## src/rtl/obuf_drain.sv

```systemverilog
// obuf_drain: read-side controller for the ping-pong output buffers.
// After an output load completes, this block reads the selected buffer
// (o_buf0 or o_buf1) from address 0 upward and streams each word out on a
// valid/ready master stream. When the transfer is complete it pulses
// done/buf_release so the buffer can be refilled for the next tile. Reads
// are prefetched into a 2-entry skid FIFO. This lets the stream run at one
// word per cycle under continuous ready without losing data under
// backpressure.
//
// Ports:
//   clk, rstn                 clock (rising edge), synchronous active-low reset
//   start, o_sel, len         start pulse; buffer select and word count,
//                             both latched on an accepted start
//   o_bufN_en / o_bufN_addr   read port of each buffer (only the selected one
//                             is ever enabled)
//   o_bufN_dout               read data, valid the cycle after en
//   m_tdata/m_tvalid/m_tready/m_tlast   output stream
//   busy                      transfer in progress
//   done, buf_release         one-cycle completion pulse
//   rel_sel                   buffer that the finished transfer used
module obuf_drain #(
  parameter int O_BRAM_ADDR_WIDTH = 7,
  parameter int O_BRAM_DATA_WIDTH = 32
) (
  input  logic                         clk,
  input  logic                         rstn,
  input  logic                         start,
  input  logic                         o_sel,
  input  logic [O_BRAM_ADDR_WIDTH:0]   len,
  output logic                         o_buf0_en,
  output logic                         o_buf1_en,
  output logic [O_BRAM_ADDR_WIDTH-1:0] o_buf0_addr,
  output logic [O_BRAM_ADDR_WIDTH-1:0] o_buf1_addr,
  input  logic [O_BRAM_DATA_WIDTH-1:0] o_buf0_dout,
  input  logic [O_BRAM_DATA_WIDTH-1:0] o_buf1_dout,
  output logic [O_BRAM_DATA_WIDTH-1:0] m_tdata,
  output logic                         m_tvalid,
  input  logic                         m_tready,
  output logic                         m_tlast,
  output logic                         busy,
  output logic                         done,
  output logic                         buf_release,
  output logic                         rel_sel
);

  localparam int AW = O_BRAM_ADDR_WIDTH;
  localparam int DW = O_BRAM_DATA_WIDTH;

  localparam logic [1:0] S_IDLE  = 2'd0;
  localparam logic [1:0] S_READ  = 2'd1;
  localparam logic [1:0] S_FLUSH = 2'd2;
  localparam logic [1:0] S_FIN   = 2'd3;

  localparam logic [AW:0] LEN_MAX = {1'b1, {AW{1'b0}}};
  localparam logic [AW:0] ONE     = {{AW{1'b0}}, 1'b1};

  // A transfer can never be longer than the buffer, so addresses cannot wrap.
  function automatic logic [AW:0] sat_len(input logic [AW:0] l);
    return (l > LEN_MAX) ? LEN_MAX : l;
  endfunction

  logic [1:0]    state;
  logic          sel_r;
  logic [AW:0]   len_r;
  logic [AW:0]   rd_cnt;
  logic [AW:0]   beat_cnt;
  logic          rd_vld_p1;
  logic [DW-1:0] fifo_mem [2];
  logic          wr_ptr;
  logic          rd_ptr;
  logic [1:0]    fifo_cnt;

  logic          pop;
  logic          issue;
  logic          last_beat;
  logic [1:0]    occ_after;
  logic [AW:0]   rd_cnt_nxt;
  logic [DW-1:0] push_data;

  assign m_tvalid   = (fifo_cnt != 2'd0);
  assign pop        = m_tvalid & m_tready;
  // Count the pop in this cycle toward the available credit. Without it, a
  // 2-entry FIFO with 1-cycle read latency could not sustain one word per
  // cycle. Pending plus occupancy stays <= 2 on the next cycle either way.
  assign occ_after  = fifo_cnt - {1'b0, pop};
  assign issue      = (state == S_READ) && (({1'b0, rd_vld_p1} + occ_after) < 2'd2);
  assign rd_cnt_nxt = rd_cnt + ONE;
  assign last_beat  = (beat_cnt == (len_r - ONE));

  assign m_tlast     = m_tvalid & last_beat;
  assign m_tdata     = m_tvalid ? fifo_mem[rd_ptr] : '0;
  assign o_buf0_en   = issue & ~sel_r;
  assign o_buf1_en   = issue & sel_r;
  assign o_buf0_addr = o_buf0_en ? rd_cnt[AW-1:0] : '0;
  assign o_buf1_addr = o_buf1_en ? rd_cnt[AW-1:0] : '0;
  assign push_data   = sel_r ? o_buf1_dout : o_buf0_dout;
  assign busy        = (state != S_IDLE);
  assign done        = (state == S_FIN);
  assign buf_release = (state == S_FIN);
  assign rel_sel     = sel_r;

  // Stage p0 -> p1: read issued; the return is valid when rd_vld_p1 is high
  always_ff @(posedge clk) begin
    if (!rstn) begin
      state     <= S_IDLE;
      sel_r     <= 1'b0;
      len_r     <= '0;
      rd_cnt    <= '0;
      beat_cnt  <= '0;
      rd_vld_p1 <= 1'b0;
      wr_ptr    <= 1'b0;
      rd_ptr    <= 1'b0;
      fifo_cnt  <= 2'd0;
    end else begin
      rd_vld_p1 <= issue;
      if (rd_vld_p1) wr_ptr <= ~wr_ptr;
      if (pop) begin
        rd_ptr   <= ~rd_ptr;
        beat_cnt <= beat_cnt + ONE;
      end
      fifo_cnt <= fifo_cnt + {1'b0, rd_vld_p1} - {1'b0, pop};

      case (state)
        S_IDLE: begin
          if (start) begin
            sel_r    <= o_sel;
            len_r    <= sat_len(len);
            rd_cnt   <= '0;
            beat_cnt <= '0;
            state    <= (len == '0) ? S_FIN : S_READ;
          end
        end
        S_READ: begin
          if (issue) begin
            rd_cnt <= rd_cnt_nxt;
            if (rd_cnt_nxt == len_r) state <= S_FLUSH;
          end
        end
        S_FLUSH: begin
          if (pop && last_beat) state <= S_FIN;
        end
        default: state <= S_IDLE;
      endcase
    end
  end

  // Stage p1 -> FIFO: capture returned read data (storage needs no reset)
  always_ff @(posedge clk) begin
    if (rd_vld_p1) fifo_mem[wr_ptr] <= push_data;
  end

endmodule

```

## config.mk

```make
export PLATFORM = sky130hd
export DESIGN_NAME = obuf_drain
export DESIGN_NICKNAME = d
export VERILOG_FILES = /design/src/rtl/obuf_drain.sv
export SDC_FILE = /design/constraint.sdc
export NUM_CORES = 1
export LEC_CHECK = 0
export ABC_AREA = 0
export CAP_MARGIN = 20
export CORE_ASPECT_RATIO = 0.7
export CORE_UTILIZATION = 49
export CTS_BUF_LIST = sky130_fd_sc_hd__clkbuf_8 sky130_fd_sc_hd__clkbuf_16
export DETAILED_ROUTE_END_ITERATION = 10
export MAX_ROUTING_LAYER = met4
export PLACE_DENSITY = 0.83
export SETUP_SLACK_MARGIN = 0.1
export SLEW_MARGIN = 20
export SYNTH_ARGS = -nofsm -noshare
export SYNTH_HDL_FRONTEND = slang
export SYNTH_SLANG_ARGS = --single-unit
```

## constraint.sdc

```tcl
create_clock -name clk -period 4.1 [get_ports clk]
set_clock_uncertainty 0.05 [all_clocks]
set_input_delay 0.41 -clock clk [delete_from_list [all_inputs] [get_ports clk]]
set_output_delay 0.41 -clock clk [all_outputs]
set_load 0.005 [all_outputs]
```

# Yosys cells after proc, flatten, opt, wreduce, memory -nomap -nowiden
# Memory sizes are Yosys's and may differ from the RTL's. A register that Yosys moved wholly into a read port is not among the register bits.
# Cells that the tools add are included.
# totals
regBits	32
ramBits	64
in_bits	77
memories	1
# op_classes
addsub	7
n_lt_le_gt_ge	2
eq_ne	9
n_mux	21
bitwise	7
n_reduce_logical	10
# mem_list
memory	words	width	rd	rd_ports_with_merged_regs	write_ports	line_no	rtl
fifo_mem	2	32	1	1	1	68	logic [DW-1:0] fifo_mem [2];
# op_table
cell	n
two-way mux 32 bit	2
two-way mux 8 bit	6
adder 8 x 1 -> 8 bit, second input constant	2
== test 8 bit	2
case mux 8 bit (2 select lines)	1
two-way mux 7 bit	2
two-way mux 2 bit	5
> comparator 8 bit, second input constant	1
zero test 8 bit	1
subtractor 8 x 1 -> 8 bit, second input constant	1
inequality test 2 bit, second input constant	3
case mux 2 bit (3 select lines)	1
nonzero test 2 bit	3
bitwise AND 1 bit	4
== test 2 bit, second input constant	2
two-way mux 1 bit	4
AND reduction 4 bit	1
subtractor 2 x 1 -> 2 bit	2
inverter 1 bit	3
AND reduction 3 bit	1
adder 1 x 2 -> 2 bit	1
adder 2 x 1 -> 2 bit	1
== test 2 x 1 -> 1 bit, second input constant	1
logical AND 1 bit	2
4 further kinds	4

# Logic depth before layout (Yosys ltp)
# logic_depth
ltp_word	8
depth_mapped	13
ltp_nobuf	12

# Worst setup path before layout
# Ideal clock, no wire load.
# synth_path
path_kind	reg-to-reg
startpoint	register fifo_cnt[0]
endpoint	register state[0]
setup_time_ns	0.072
arrival_ns	2.934
required_time_ns	3.978
slack_ns	1.044
stages_incl_launch_ff	14
path_cell_list	dfxtp_1 > nor2_1 > inv_1 > and2_1 > clkbuf_1 > ha_1 > inv_1 > ha_1 > xnor2_1 > and4_1 > nand4_1 > o32a_1 > or4_1 > a21oi_1
# synth_via
elab_chain_len	8
word_cells_on_any_way	10
cone_classes	add/sub (2); order compare (1); eq/ne (2); bitwise (1); reduce/logical (4)
# synth_rtl
item	line_no	rtl
start, declared	71	logic [1:0] fifo_cnt;
start signal, assigned	121	fifo_cnt <= fifo_cnt + {1'b0, rd_vld_p1} - {1'b0, pop};
nonzero test 2 bit *	80	assign m_tvalid = (fifo_cnt != 2'd0);
via m_tvalid	37	output logic m_tvalid,
bitwise AND 1 bit *	81	assign pop = m_tvalid & m_tready;
via pop	73	logic pop;
subtractor 2 x 1 -> 2 bit	85	assign occ_after = fifo_cnt - {1'b0, pop};
adder 1 x 2 -> 2 bit	86	assign issue = (state == S_READ) && (({1'b0, rd_vld_p1} + occ_after) < 2'd2);
< comparator 2 bit	86	
logical AND 1 bit	86	
inequality test 2 bit (no source line)	-	
AND reduction 4 bit (no source line) *	-	
end signal, assigned	130	state <= (len == '0) ? S_FIN : S_READ;
end, declared	62	logic [1:0] state;
# The timed path passes the listed nets; every way through them passes the cells marked *.
# A chain may end at the register's enable or synchronous reset.

# Worst setup path after layout
# layout_path
startpoint	register fifo_cnt[1]
endpoint	output o_buf0_addr[0]
# layout_via
elab_chain_len	8
# layout_rtl
item	line_no	rtl
nonzero test 2 bit	80	
bitwise AND 1 bit	81	
subtractor 2 x 1 -> 2 bit *	85	
adder 1 x 2 -> 2 bit *	86	
< comparator 2 bit *	86	
logical AND 1 bit *	86	
bitwise AND 1 bit *	92	assign o_buf0_en = issue & ~sel_r;
two-way mux 7 bit *	94	assign o_buf0_addr = o_buf0_en ? rd_cnt[AW-1:0] : '0;
end, declared	32	output logic [O_BRAM_ADDR_WIDTH-1:0] o_buf0_addr,
# Every way passes the cells marked *; elsewhere a longest branch is shown, timed or not.

==> results.txt <==
* Outcome: finished, final reports clean
- Ys Warns: 0
* Type of the tightest min-delay check: flip-flop to flip-flop
* Area taken by flip-flops and latches: 2584 um2
* Detailed placer's ending HPWL: a little under 8000 um
* Fraction of the yosys area taken by sequential cells: 0.5369
- Flip-flop and latch count after synthesis: a little under 100
- Of the available clock period, the critical path in the final layout requires 0.8924.
- Logic pwr share: 0.369
- Most instantiated library cell after synthesis: sky130_fd_sc_hd__edfxtp_1
* Destination of the critical timing path: o_buf0_addr[0]
- Area overhead of the layout relative to synthesis: 36.03%
* Syn avg cell area: roughly 11 um2
* Kind of end point of the critical path: output port
- Dividing the detail-routed wire length by the instance count gives roughly 16 um.
- Distinct cell type count of the synthesized netlist: 47
- Port Buf Inserts: 130
- Net switching fraction of the power: 0.3070
- Counting flops with a built-in enable in the synthesized netlist gives 64.
- Number of top-level pins: 131
- Unrepaired setup endpoints after global routing: false
* Cell Int Power: 2478 uW
* Number of nets with antenna violations after detailed routing: 0
* Die height: around 85 um
- Number of detailed-route iterations in the first pass: 5
* Cell types occupying the most area after synthesis: sky130_fd_sc_hd__edfxtp_1, sky130_fd_sc_hd__dfxtp_1, sky130_fd_sc_hd__mux2_2
- After routing, the total negative slack on setup checks comes to 0 ps.
* Crit path max-delay cell type: sky130_fd_sc_hd__clkdlybuf4s50_1
- Gate Count Post-Synth: 424
- Cells traversed along the worst timing path: nor2_2, inv_1, and2_1, ha_1, inv_1, ha_1, xnor2_1, nand2_1, nor2_2, and2_1, clkdlybuf4s50_1
- Final #Nets: around 630
* Initial Util: 0.5178
* Number of failing hold endpoints at the final stage: 0
- Die footprint: 10,220 um2
- The most used flip-flop cell after synthesis is sky130_fd_sc_hd__edfxtp_1.
- Across all register-to-register paths, the minimum setup slack is 920 ps.
- Post-CTS Setup Inserts: 0
* Final hold slack: 474.2 ps
- For the pin with the worst max-slew slack, the measured transition is roughly 1000 ps.
- Largest stage delay, worst path: 490 ps
* Fmax: 273.3 MHz
- Startpoint of the worst-slack reg-to-reg timing path: fifo_cnt[1]$_SDFF_PN0_
- Of the post-synthesis cell area, the dominant cell type holds 0.3996.
* Ratio of cells with drive above 1 in the final layout: 0.1125
- Fill cell instance count of the final layout: 666
* Critical path launch point type: flip-flop
- For this run, design rule violations remaining after detail routing come to 0.
- Skew-Pair Late Insertion Delay: 340 ps
- Cell type contributing the most total cell area after synthesis: sky130_fd_sc_hd__edfxtp_1
- Dividing the detail-routed via count by the number of cells gives ~5.4.
- Global-route track usage on met1: 0.2815
- Summed over all nets, the switching power comes to 1098 uW.
- Vias: 3,614
- R2r endpoint: state[0]$_SDFFE_PN0P_
- Num CTS Buffers: 9
- Counting every net in the synthesized netlist gives 510.
- Clock tree from TritonCTS: built
* Residual overflow from global routing: 0
- Fraction of registers with async set or reset after synthesis: 0
- Overall Global Routing Usage: 0.2324
- Of all nets on the critical path, the largest fanout is 9.
- Setup CP Type: flip-flop to output port
* Die boundary width: about 120 um
- For this run, global-route usage on met3 was measured as 0.06452.
- Min cycle time layout: between 3000 and 4000 ps
- Measured in cells, the most critical reg-to-reg path has a length of 12.
- At the end of routability-driven placement, the weighted congestion stood at 0.8960.
- Clock tree synthesis selected as its root buffer the cell sky130_fd_sc_hd__clkbuf_16.
- Total Routed Length: 11,080 um
* First-pass GRT wire length: 17,470 um
- Clock-pin slew was measured on the worst setup and hold paths at 70 ps.
* Clock Tree Buf Depth: 2
- Tracing the worst setup path back leads to its startpoint at fifo_cnt[1]$_SDFF_PN0_.
* Number of global-route vias before repair: 3,549
- Peak-usage layer in the global routing report: met2
- Multi-input gate area: 2096 um2
- Max-cap violations in this run came to 0.
- Number of antenna violations at the first check in global routing: 0
* Row Count: 29
- The final number of max-transition violations came to 0.
- The H-tree generated during clock tree synthesis spans 3 levels.
- Power spread over the standard cell area amounts to about 550 nW/um2.
* Most numerous cell types in the synthesized netlist: sky130_fd_sc_hd__edfxtp_1, sky130_fd_sc_hd__nor2_1, sky130_fd_sc_hd__dfxtp_1, sky130_fd_sc_hd__mux2_2, sky130_fd_sc_hd__mux2i_1
- DRT iter0 DRCs: around 320
- The share of total power dissipated in the clock network is 0.263.
- The core region is 9289 um2.
* Static leakage: 0.002318 uW
* Worst-case vdd ir drop: 0.3695 mV
* Worst endpoint required time: 3640 ps
- Setup violators final: 0
* Critical Path AT: 3200 ps
- The number of antenna diodes in the final layout is 0.
- Synth Cell Area: ~4800 um2
* TritonCTS sink count: 97
- Met2 capacity usage during global routing: 0.3746
- Relative contribution of sequential cells to total power: 0.369
- Entering global routing, the biggest net connects 37 pins.
* Worst max-slew margin expressed relative to the limit: 0.3205
registers in the layout, summed over array words and instances, names as in the netlist, named ones only:
name       flops
wr_ptr         1
rd_cnt         8
beat_cnt       8
fifo_cnt       2
fifo_mem      64
len_r          8
rel_sel        1
state          2
rd_ptr         1
rd_vld_p1      1
cell usage in the layout, fill, tap and decap left out, drive strengths merged, types with 9 or more instances in the layout:
| cell | netlist | final |
|---|---|---|
| clkdlybuf4s50 | 0 | 130 |
| edfxtp | 64 | 64 |
| nor2 | 61 | 61 |
| mux2 | 33 | 33 |
| mux2i | 33 | 33 |
| dfxtp | 33 | 33 |
| and2 | 18 | 18 |
| xor2 | 16 | 16 |
| nand2 | 16 | 16 |
| xnor2 | 16 | 16 |
| a21oi | 15 | 15 |
| inv | 12 | 13 |
| o21ai | 12 | 12 |
| nor3 | 10 | 10 |
| nand3 | 9 | 9 |
| ha | 9 | 9 |
| clkbuf | 12 | 9 |
power groups by stage:
stage	clock network, uW	logic [uW]	registers, uW
finish	939	1320	1320
global route	992	1440	1340
CTS	955	1330	1320
detailed placement	0	1310	1340
global placement	0	1280	1330
floorplan	0	768	1250
worst max-delay path: cells and delay by family, from the launching register on:
| family | cells | cell delay (ps) |
|---|---|---|
| xor+xnor | 1 | 380 |
| fa+ha+maj | 2 | 510 |
| buf+inv | 3 | 600 |
| flops | 1 | 330 |
| simple gates | 5 | 1020 |
worst min-delay path by stage:
| stage | start | endpoint | slack, ps | cells after the start |
|---|---|---|---|---|
| after floorplan | len_r[7]$_SDFFE_PN0P_ | len_r[7]$_SDFFE_PN0P_ | 420 | 2 |
| after global placement | state[1]$_SDFFE_PN0P_ | state[1]$_SDFFE_PN0P_ | 450 | 2 |
| after detailed placement | rd_ptr$_SDFFE_PN0P_ | rd_ptr$_SDFFE_PN0P_ | 460 | 2 |
| after CTS | len_r[7]$_SDFFE_PN0P_ | len_r[7]$_SDFFE_PN0P_ | 480 | 2 |
| after global routing | state[0]$_SDFFE_PN0P_ | state[0]$_SDFFE_PN0P_ | 500 | 2 |
| final | len_r[7]$_SDFFE_PN0P_ | len_r[7]$_SDFFE_PN0P_ | 470 | 2 |
cell type report:
class,count,area share
tap,124,0.02371
inverter,13,0.007458
multi-input combinational,292,0.3203
clock inverter,7,0.01683
sequential,97,0.3949
clock buffer,9,0.03442
timing repair buffer,133,0.2023
layer usage:
| layer | wire length (um) | up-vias | part of all wire |
|---|---|---|---|
| met5 | 0 | - | 0 |
| met4 | 158 | 0 | 0.014 |
| met3 | 726 | 16 | 0.066 |
| met2 | 5429 | 128 | 0.49 |
| met1 | 4767 | 1719 | 0.43 |
| li1 | - | 1751 | - |
repair_timing:
action,4_1_cts,5_1_grt
hold buffers,0,0
endpoints found under the setup margin,0,7
gates resized for setup,0,1
hold endpoints to repair,0,0
through the flow:
stage	std cells	cell area, um2	setup WS (ps)	power, uW	util
floorplan	424	4810	1044	2021	-
global placement	659	6205	579.8	2616	0.6680
detailed placement	659	6205	405.5	2651	0.6680
CTS	675	6540	309.6	3603	0.7041
global route	675	6543	178.1	3768	0.7043
finish	675	6543	441.1	3575	0.7043
cells by family (layout without fill, tap and decap cells):
family,Yosys count,in the layout,share of synthesized area
AND/OR/NAND/NOR,143,143,0.1483
flip-flops,97,97,0.5369
multiplexers,66,66,0.1459
AO/OA/AOI/OAI,42,42,0.05567
buffers and inverters,35,162,0.02991
XOR/XNOR,32,32,0.05983
adder cells (fa/ha/maj),9,9,0.02341
(Power assumes the default switching activity.)
